[src/rtl/bcd_to_binary_param.sv]
// Sequential BCD-to-binary converter (shift-right / subtract-3), DIGITS BCD digits in, BIN_W bits out.
// Optional input digit validation is enabled by defining BCD2BIN_DIGIT_CHECK_EN.
module bcd_to_binary_param #(
    parameter int DIGITS = 3,
    parameter int BIN_W  = 10
) (
    input  logic                  CLK,
    input  logic                  RST,
    input  logic                  St,
    input  logic [4*DIGITS-1:0]   BCD,
    output logic                  Busy,
    output logic                  Done,
    output logic                  Err,
    output logic [BIN_W-1:0]      Binary
);
    localparam int BCD_W = 4 * DIGITS;
    localparam int CNT_W = $clog2(BIN_W + 1);
    localparam logic [CNT_W-1:0] CNT_LAST = CNT_W'(BIN_W);

    typedef enum logic [1:0] {
        S_IDLE  = 2'd0,
        S_SHIFT = 2'd1,
        S_ADJ   = 2'd2,
        S_DONE  = 2'd3
    } state_t;

    state_t             r_state;
    logic [BCD_W-1:0]   r_a;
    logic [BIN_W-1:0]   r_b;
    logic [BIN_W-1:0]   r_binary;
    logic [CNT_W-1:0]   r_cnt;
    logic               r_busy;
    logic               r_done;
    logic               r_err;

    logic [BCD_W-1:0]   w_a_shift;
    logic [BCD_W-1:0]   w_a_adj;
    logic [BIN_W-1:0]   w_b_shift;
    logic [CNT_W-1:0]   w_cnt_next;
    logic               w_bcd_bad;

    assign w_a_shift  = {1'b0, r_a[BCD_W-1:1]};
    assign w_b_shift  = {r_a[0], r_b[BIN_W-1:1]};
    assign w_cnt_next = r_cnt + CNT_W'(1);

    // Per-digit subtract-3 wraps inside the nibble; no borrow between digits.
    always_comb begin
        w_a_adj = r_a;
        for (int i = 0; i < DIGITS; i++) begin
            if (r_a[4*i+3]) begin
                w_a_adj[4*i +: 4] = r_a[4*i +: 4] - 4'd3;
            end
        end
    end

`ifdef BCD2BIN_DIGIT_CHECK_EN
    always_comb begin
        w_bcd_bad = 1'b0;
        for (int i = 0; i < DIGITS; i++) begin
            if (BCD[4*i +: 4] > 4'd9) begin
                w_bcd_bad = 1'b1;
            end
        end
    end
`else
    assign w_bcd_bad = 1'b0;
`endif

    always_ff @(posedge CLK or posedge RST) begin
        if (RST) begin
            r_state  <= S_IDLE;
            r_a      <= '0;
            r_b      <= '0;
            r_cnt    <= '0;
            r_binary <= '0;
            r_busy   <= 1'b0;
            r_done   <= 1'b0;
            r_err    <= 1'b0;
        end else begin
            case (r_state)
                S_IDLE, S_DONE: begin
                    r_done <= 1'b0;
                    r_err  <= 1'b0;
                    if (St) begin
                        if (w_bcd_bad) begin
                            // Rejected operand: report immediately, keep last result.
                            r_state <= S_DONE;
                            r_done  <= 1'b1;
                            r_err   <= 1'b1;
                        end else begin
                            r_a     <= BCD;
                            r_b     <= '0;
                            r_cnt   <= '0;
                            r_busy  <= 1'b1;
                            r_state <= S_SHIFT;
                        end
                    end else begin
                        r_state <= S_IDLE;
                    end
                end
                S_SHIFT: begin
                    r_a   <= w_a_shift;
                    r_b   <= w_b_shift;
                    r_cnt <= w_cnt_next;
                    if (w_cnt_next == CNT_LAST) begin
                        r_binary <= w_b_shift;
                        r_busy   <= 1'b0;
                        r_done   <= 1'b1;
                        r_state  <= S_DONE;
                    end else begin
                        r_state <= S_ADJ;
                    end
                end
                S_ADJ: begin
                    r_a     <= w_a_adj;
                    r_state <= S_SHIFT;
                end
                default: r_state <= S_IDLE;
            endcase
        end
    end

    assign Busy   = r_busy;
    assign Done   = r_done;
    assign Err    = r_err;
    assign Binary = r_binary;

endmodule

[config.mk]
export PLATFORM = sky130hd
export DESIGN_NAME = bcd_to_binary_param
export DESIGN_NICKNAME = d
export VERILOG_FILES = /design/src/rtl/bcd_to_binary_param.sv
export SDC_FILE = /design/constraint.sdc
export NUM_CORES = 1
export LEC_CHECK = 0
export ABC_AREA = 1
export CAP_MARGIN = 10
export CORE_MARGIN = 5
export CORE_UTILIZATION = 30
export CTS_BUF_LIST = sky130_fd_sc_hd__clkbuf_16
export DETAILED_ROUTE_END_ITERATION = 6
export MAX_ROUTING_LAYER = met4
export SLEW_MARGIN = 0
export SYNTH_ARGS = -nofsm -noshare
export SYNTH_HDL_FRONTEND = slang
export SYNTH_SLANG_ARGS = --single-unit
[constraint.sdc]
create_clock -name CLK -period 3.3 [get_ports CLK]
set_input_delay 0.495 -clock CLK [delete_from_list [all_inputs] [get_ports CLK]]
set_output_delay 0.495 -clock CLK [all_outputs]
set_load 0.01 [all_outputs]
==> results of run 1 <==
-- metrics by stage --
| step | cells | setup WS, ps | hold slack [ps] | power (mW) |
|---|---|---|---|---|
| finish | 324 | 1200 | 483 | 2.29 |
| floorplan | 220 | 1830 | 478 | 1.49 |
| global placement | 316 | 1260 | 471 | 1.67 |
| detailed placement | 316 | 1210 | 477 | 1.68 |
| CTS | 324 | 1190 | 492 | 2.31 |
| global route | 324 | 1030 | 497 | 2.48 |
-- flip-flops by register name, summed over array words and instances (netlist names) --
register  count
r_cnt         4
r_a          12
r_b           9
Busy          1
Binary       10
r_state       2
Done          1
-- kinds of logic after synthesis --
logic type	after synthesis	share of synthesized area (%)
simple gates	68	15.4
compound gates	61	21.4
fa+ha+maj	7	4.39
buf+inv	44	9.77
other cells	1	0.188
flops	39	48.9
-- where the power goes --
| group | leakage (nW) | switching [mW] | total [mW] | internal, mW |
|---|---|---|---|---|
| Clock | 0.0952 | 0.181 | 0.611 | 0.430 |
| Combinational | 0.501 | 0.612 | 0.944 | 0.332 |
| Sequential | 0.516 | 0.106 | 0.731 | 0.626 |
| Total | 1.11 | 0.899 | 2.29 | 1.39 |
-- routing by layer --
layer | vias to the layer above | share of wire (%) | global-route usage [%]
met5 | - | 0 | -
met3 | 4 | 3.3 | 2.64
li1 | 792 | - | -
met4 | 0 | 0.98 | 3.77
met1 | 705 | 48 | 13.7
met2 | 19 | 47 | 16.5
-- cell usage after synthesis, types with 2 or more instances --
master                     number  area share, %
sky130_fd_sc_hd__dfrtp_1       39             49
sky130_fd_sc_hd__nand2_1       38            7.1
sky130_fd_sc_hd__inv_1         30            5.6
sky130_fd_sc_hd__nand3_1       14            3.5
sky130_fd_sc_hd__o21ai_0       12            3.0
sky130_fd_sc_hd__o21ai_2       12            5.3
sky130_fd_sc_hd__o22ai_1       12            3.8
sky130_fd_sc_hd__a21oi_1       10            2.5
sky130_fd_sc_hd__ha_1           7            4.4
sky130_fd_sc_hd__nor2_1         6            1.1
sky130_fd_sc_hd__inv_2          5           0.94
sky130_fd_sc_hd__nand2_2        5            1.6
sky130_fd_sc_hd__o211ai_1       4            1.5
sky130_fd_sc_hd__a22oi_1        3            1.1
sky130_fd_sc_hd__buf_2          3           0.75
sky130_fd_sc_hd__buf_4          3            1.1
sky130_fd_sc_hd__a31oi_1        2           0.63
sky130_fd_sc_hd__buf_6          2            1.1
sky130_fd_sc_hd__nand4_1        2           0.63
sky130_fd_sc_hd__o21ai_1        2           0.50
-- path summary, 6_finish.rpt --
check	from	cells past startpoint	endpoint
worst max-delay path	r_state[0]$_DFF_PP0_	6	r_cnt[0]$_DFFE_PP0P_
worst min-delay path	Binary[2]$_DFFE_PP0P_	2	Binary[2]$_DFFE_PP0P_
worst max register to register	r_state[0]$_DFF_PP0_	6	r_cnt[0]$_DFFE_PP0P_
worst min register to register	Binary[2]$_DFFE_PP0P_	2	Binary[2]$_DFFE_PP0P_
max in group asynchronous	RST	3	r_a[10]$_DFFE_PP0P_
min in group asynchronous	RST	2	Binary[5]$_DFFE_PP0P_
-- worst register-to-register path, cell delays in order (launching register included) --
cell and delay [ps]:
sky130_fd_sc_hd__dfrtp_1 340, sky130_fd_sc_hd__inv_1 40, sky130_fd_sc_hd__ha_1 440, sky130_fd_sc_hd__inv_2 310
sky130_fd_sc_hd__or2_1 330, sky130_fd_sc_hd__nand2_1 310, sky130_fd_sc_hd__o21ai_0 230
-- area by class of cell --
| type | instances | area (µm²) | share of cell area [%] |
|---|---|---|---|
| repair buffers | 28 | 275 | 11.0 |
| well taps | 77 | 96.3 | 3.86 |
| flip-flops and latches | 39 | 976 | 39.1 |
| inverters | 35 | 131 | 5.27 |
| multi-input cells | 137 | 826 | 33.1 |
| clock buffers | 5 | 125 | 5.02 |
| clock inverters | 3 | 63.8 | 2.56 |
==> results, run 1 <==
- Clock-pin slew was measured on the worst setup and hold paths at 50 ps.
- After detailed routing, the total wire length is 4080 µm.
- Setup repair after global routing left no endpoint under its margin.
- The top fanout value on the critical path is 17.
- The number of register bits inferred by synthesis is 39.
- The critical path's largest stage delay is 440 ps.
- The standby leakage power is 1.11 nW.
- The count of cells resized by post-cts repair is 0.
- The family with the most delay on the worst path is simple AND/OR/NAND/NOR gates.
- After the first detailed-routing iteration, the DRC count stood at 78.
- The number of hold-slack violations in the final timing report is 0.
- In this run the count of I/O pins placed on the die edge is 28.
- The count of hold-fix buffers inserted at cts is 0.
- The number of antenna diodes in the final layout is 0.
- The mean area per synthesized cell is 9.08 µm².
- At the end of routability-driven placement, the weighted congestion stood at 0.819.
- Of the available clock period, the critical path in the final layout requires 63.8%.
- Based on the critical path, the design can be clocked at up to 475 MHz.
- Using the TritonRoute via totals, the vias-per-cell ratio works out to 4.69.
- STA classifies the critical path endpoint as a flop.
- The transition at the pin with the smallest max-transition slack is 502 ps.
- The clock buffer count from CTS is 5.
- After synthesis, flip-flops and latches occupy 48.9% of the total area.
- The netlist area before placement is 2000 µm².
- The count of pins over their slew limit is 0.
- The number of post-CTS setup repair buffers is 0.
- Headroom to the max-slew limit came out at 66.5%.
- Yosys mapped the design onto 29 distinct sky130hd cell types.
- When the netlist entered floorplanning its net count stood at 242.
- The setup clock skew after layout is 5.48 ps.
- The number of global-route vias before repair is 1487.
- The later pin in the worst-skew pair is clocked with a latency of 280 ps.
- Global routing finished with a remaining overflow of 0.
- The count of antenna-violating nets left after detailed routing is 0.
- In the synthesized netlist, the number of instances is 220.
- The slack of the worst reg-to-reg path is 1200 ps.
- Yosys mapped a number of flops with a built-in enable equal to 0.
- The placement-stage cell area is 2300 µm².
- The layout has 635 filler cells.
- The largest individual stage delay along the critical path comes from the cell sky130_fd_sc_hd__ha_1.
- The top cell types in the final layout, fill and taps aside, are 39 x sky130_fd_sc_hd__dfrtp_1, 38 x sky130_fd_sc_hd__nand2_1, 31 x sky130_fd_sc_hd__inv_1.
- The detailed-route wire length per cell is 12.6 µm.
- The number of placement rows is 29.
- The depth of the CTS H-tree is 2.
- For this block, the via count after detailed routing is 1520.
- Cells with a size suffix above 1 make up 14.2% of the layout.
- The worst IR drop on VDD is 0.408 mV.
- The effective utilization at floorplan is 31.1%.
- The signal on the critical path passes through inv_1, ha_1, inv_2, or2_1, nand2_1, o21ai_0.
- The clock passes through at most 2 buffers.
- Summed over all failing endpoints, the final setup total negative slack is 0 ps.
- The floorplan step defined a die boundary enclosing 8390 µm².
- Setup violations remaining at the end of the flow were counted as 0.
- The DRC violation count after routing is 0.
- Detailed placement ended at an HPWL of 2980 µm.
- The number of antenna violations at the first check in global routing is 0.
- Max-cap violations in this run came to 0.
- The post-synthesis async set-or-reset flop share is 100%.
- The synthesis-to-layout area growth is 24.9%.
- For the worst setup path, the data arrival time is 2300 ps.
- Dividing total power by cell area gives a power density of 917 nW/µm².
- Counting both buffers and inverters, the worst setup path holds a total of 2.
- The global-route total usage across every layer is 10.7%.
- The pin count of the biggest net entering global routing is 24.
- The required arrival time at the worst endpoint is 3490 ps.
- The final layout contains 268 nets.
- The TritonCTS clock tree is done.
- The share of the core filled with cells in the final layout is 38.8%.
- The most used flip-flop cell after synthesis is sky130_fd_sc_hd__dfrtp_1.
- The library cell used most frequently in the layout, excluding fill and tap cells, is sky130_fd_sc_hd__dfrtp_1.
- The startpoint class of the critical path is a flop.
- The die width is 91.6 µm.
- The die is 91.6 µm tall.
- The count of buffers from port buffering is 26.
- The worst setup path is of the reg -> reg kind.
- The length of the first detailed-routing pass in iterations is 6.
- The first-pass GRT wire length is 7030 µm.
- The total non-filler cell area in the finished layout is 2490 µm².
- The run finished with clean final reports.
- The TritonCTS sink count is 39.
- The core region is 6420 µm².
- The synthesis warning total is 0.
- The clock period could shrink to 2100 ps.
- The class of the tightest hold or removal check is reg -> reg.
- The master cell of the clock root buffer is sky130_fd_sc_hd__clkbuf_16.
Power figures use the tool's default switching activity.
==> inputs of run 2 (changes only) <==
==> constraint.sdc (replaced) <==
create_clock -name CLK -period 1.75 [get_ports CLK]
set_input_delay 0.2625 -clock CLK [delete_from_list [all_inputs] [get_ports CLK]]
set_output_delay 0.2625 -clock CLK [all_outputs]
set_load 0.01 [all_outputs]
==> results, run 2 (same netlist as run 1, synthesis figures left out) <==
- The clock transition at the registers of the reported paths was 60 ps (about the same).
- The number of max-cap violations is 0 (unchanged).
- The met3 layer usage reported by global route is 3.06% (+0.41 points).
- STA classifies the critical path endpoint as a flop.
- The total global routing overflow is 0 (unchanged).
- The number of flip-flops under the largest register name is 12 (unchanged).
- On the critical path, the stage with the largest delay is an instance of sky130_fd_sc_hd__dfrtp_1.
- The worst slack at placement was -1.51 ps (-1220 ps).
- The first-pass GRT wire length is 7520 µm (+7.0%).
- The maximum buffer depth of the clock tree is 2 (unchanged).
- The die height is 91.6 µm (unchanged).
- r_a holds more flip-flops than any other register.
- The post-layout total power is 4.19 mW (+83%).
- The worst hold margin was 340 ps (-143 ps).
- The worst hold path belongs to the class in -> async.
- The maximum operating frequency is 629 MHz (+32%).
- The worst IR drop on VDD is 0.620 mV (+52%).
- The required arrival time at the worst endpoint was 1930 ps (-1560 ps).
- met2 is the most crowded layer.
- The boundary pin count is 28 (unchanged).
- The area of the die is 8390 µm² (unchanged).
- The number of post-CTS setup repair buffers is 0 (unchanged).
- The number of global-route vias before repair is 1599 (+7.5%).
- The number of hold-slack violations in the final timing report is 0 (unchanged).
- The standby leakage power is 1.12 nW (+1.1%).
- Counting stages on the worst path, the most repeated cell is sky130_fd_sc_hd__nand2_1.
- The startpoint class of the critical path is a flop.
- The final count of negative-setup-slack endpoints was 0 (unchanged).
- The total routed wirelength is 4240 µm (+4.0%).
- TritonCTS built the clock tree.
- The weighted congestion at the end of routability-driven global placement is 0.786 (-4.0%).
- The startpoint of the most critical register-to-register path is r_cnt[0]$_DFFE_PP0P_.
- The family with the most delay on the worst path is simple AND/OR/NAND/NOR gates.
- The area taken by multi-input logic gates is 831 µm² (+0.61%).
- The data arrival at the endpoint of the critical path is 1760 ps (-540 ps).
- The clock buffer count from CTS is 5 (unchanged).
- The master cell of the clock root buffer is sky130_fd_sc_hd__clkbuf_16.
- The iteration-0 DRC count of the detailed router came to 88 (+13%).
- The top fanout value on the critical path is 18 (+1).
- The count of cells resized by post-cts repair came to 0 (unchanged).
- Leaving out fill and tap cells, the most frequent cell in the layout is sky130_fd_sc_hd__dfrtp_1.
- The critical path goes through ha_1, nand2_1, nand2_1, nor2_1, nand3_4, buf_12, nand2_1, o21ai_2.
- The critical path's largest stage delay is 430 ps (about the same).
- The DRC violation count after routing is 0 (unchanged).
- The setup clock skew after layout is 4.86 ps (-0.620 ps).
- Leaving out fill and tap cells, the most frequent cells in the layout are 39 x sky130_fd_sc_hd__dfrtp_1, 37 x sky130_fd_sc_hd__nand2_1, 31 x sky130_fd_sc_hd__inv_1.
- The latest clock arrival within the worst-skew pair is 280 ps (about the same).
- The minimum clock period came to 1590 ps (-516 ps).
- The met1 capacity usage during global routing is 14.3% (+0.57 points).
- The number of placement rows is 29 (unchanged).
- The share of cells above drive strength 1 is 16.7% (+2.5 points).
- The die width is 91.6 µm (unchanged).
- The buffering stage count on the worst path with inverters included is 1 (-1).
- The total non-filler cell area in the finished layout is 2510 µm² (+0.80%).
- The met2 routing resource usage after global routing is 17.5% (+1.0 points).
- The pin count of the biggest net entering global routing is 40 (+67%).
- The number of antenna violations at the first check in global routing is 0 (unchanged).
- The run finished with clean final reports.
- From synthesis to final layout, the design area changed by 25.9%.
- The area occupied by registers is 976 µm² (unchanged).
- The final net count is 273 (+1.9%).
- The critical path in this run is classified as reg -> reg.
- The effective utilization at floorplan is 31.1% (unchanged).
- The total of fill cells in the finished design is 648 (+2.0%).
- The final cycle utilization of the critical path came to 90.8% (+27 points).
- The placed wire-length estimate was 3110 µm (+4.2%).
- Setup repair after global routing left no endpoint under its margin.
- The number of inserted diodes is 0 (unchanged).
- The count of buffers from port buffering is 26 (unchanged).
- The length of the first detailed-routing pass in iterations came to 4 (-2).
- The detailed-route wire length per cell is 12.9 µm (+2.4%).
- The post-route worst setup slack is 161 ps (-1030 ps).
- The post-detailed-route via-to-cell ratio is 4.77 (+1.7%).
- The TritonCTS sink count is 39 (unchanged).
- The power per standard cell area came to 1670 nW/µm² (+82%).
- The source of the critical timing path is r_cnt[0]$_DFFE_PP0P_.
- The floorplan core area is 6420 µm² (unchanged).
- The placement-stage cell area is 2370 µm² (+2.7%).
- The count of vias placed by the detailed router is 1569 (+3.2%).
- The count of antenna-violating nets left after detailed routing is 0 (unchanged).
- The depth of the CTS H-tree is 2 (unchanged).
- The count of hold-fix buffers inserted at cts is 0 (unchanged).
- The count of pins over their slew limit is 0 (unchanged).
- The global-route total usage across every layer is 11.5% (+0.75 points).
## run 2: routing by layer
metal | routed length, µm | vias to the layer above
met5 | 0 | -
met3 | 168 | 8
met1 | 2010 | 738
li1 | - | 797
met2 | 1970 | 26
met4 | 87 | 0
## run 2: per-stage QoR
stage | std cells | setup TNS [ps] | utilization (%)
6_report | 329 | 0 | 39.1
5_1_grt | 329 | 0 | 39.1
4_1_cts | 329 | 0 | 39.1
3_5_place_dp | 321 | -1.51 | 36.9
3_3_place_gp | 321 | 0 | 36.9
2_1_floorplan | 220 | 0 | -
## run 2: final timing paths
path,to,slack [ps],depth (start not counted)
max,Binary[8]$_DFFE_PP0P_,160,8
max in group asynchronous,r_a[9]$_DFFE_PP0P_,1210,3
min reg2reg,Binary[0]$_DFFE_PP0P_,480,2
min in group CLK,Binary[0]$_DFFE_PP0P_,480,2
max reg2reg,Binary[8]$_DFFE_PP0P_,160,8
min,Binary[5]$_DFFE_PP0P_,340,3
## run 2: tightest hold or removal path: stages
cell                              delay (ps)
sky130_fd_sc_hd__clkdlybuf4s50_1         400
sky130_fd_sc_hd__inv_1                    90
sky130_fd_sc_hd__buf_12                  240
## run 2: layout make-up
cell class	instances	area share [%]
clock buffer	5	4.98
clock inverter	3	0.647
inverter	35	5.23
multi-input combinational	137	33.1
sequential	39	38.8
tap	77	3.83
timing repair buffer	33	13.4
## run 2: power breakdown
part	switching (mW)	internal [mW]	total, mW
sequential	0.211	1.18	1.39
combinational	1.20	0.733	1.93
clock	0.347	0.519	0.866
total	1.76	2.43	4.19
==> inputs of run 3 (changes only) <==
--- a/config.mk
+++ b/config.mk
@@ -6,7 +6,7 @@
 export NUM_CORES = 1
 export LEC_CHECK = 0
 export ABC_AREA = 1
-export CAP_MARGIN = 10
+export CAP_MARGIN = 20
 export CORE_MARGIN = 5
 export CORE_UTILIZATION = 30
 export CTS_BUF_LIST = sky130_fd_sc_hd__clkbuf_16
==> results of run 3 <==
Final layout, timing and power as in run 2 (identical DEF).
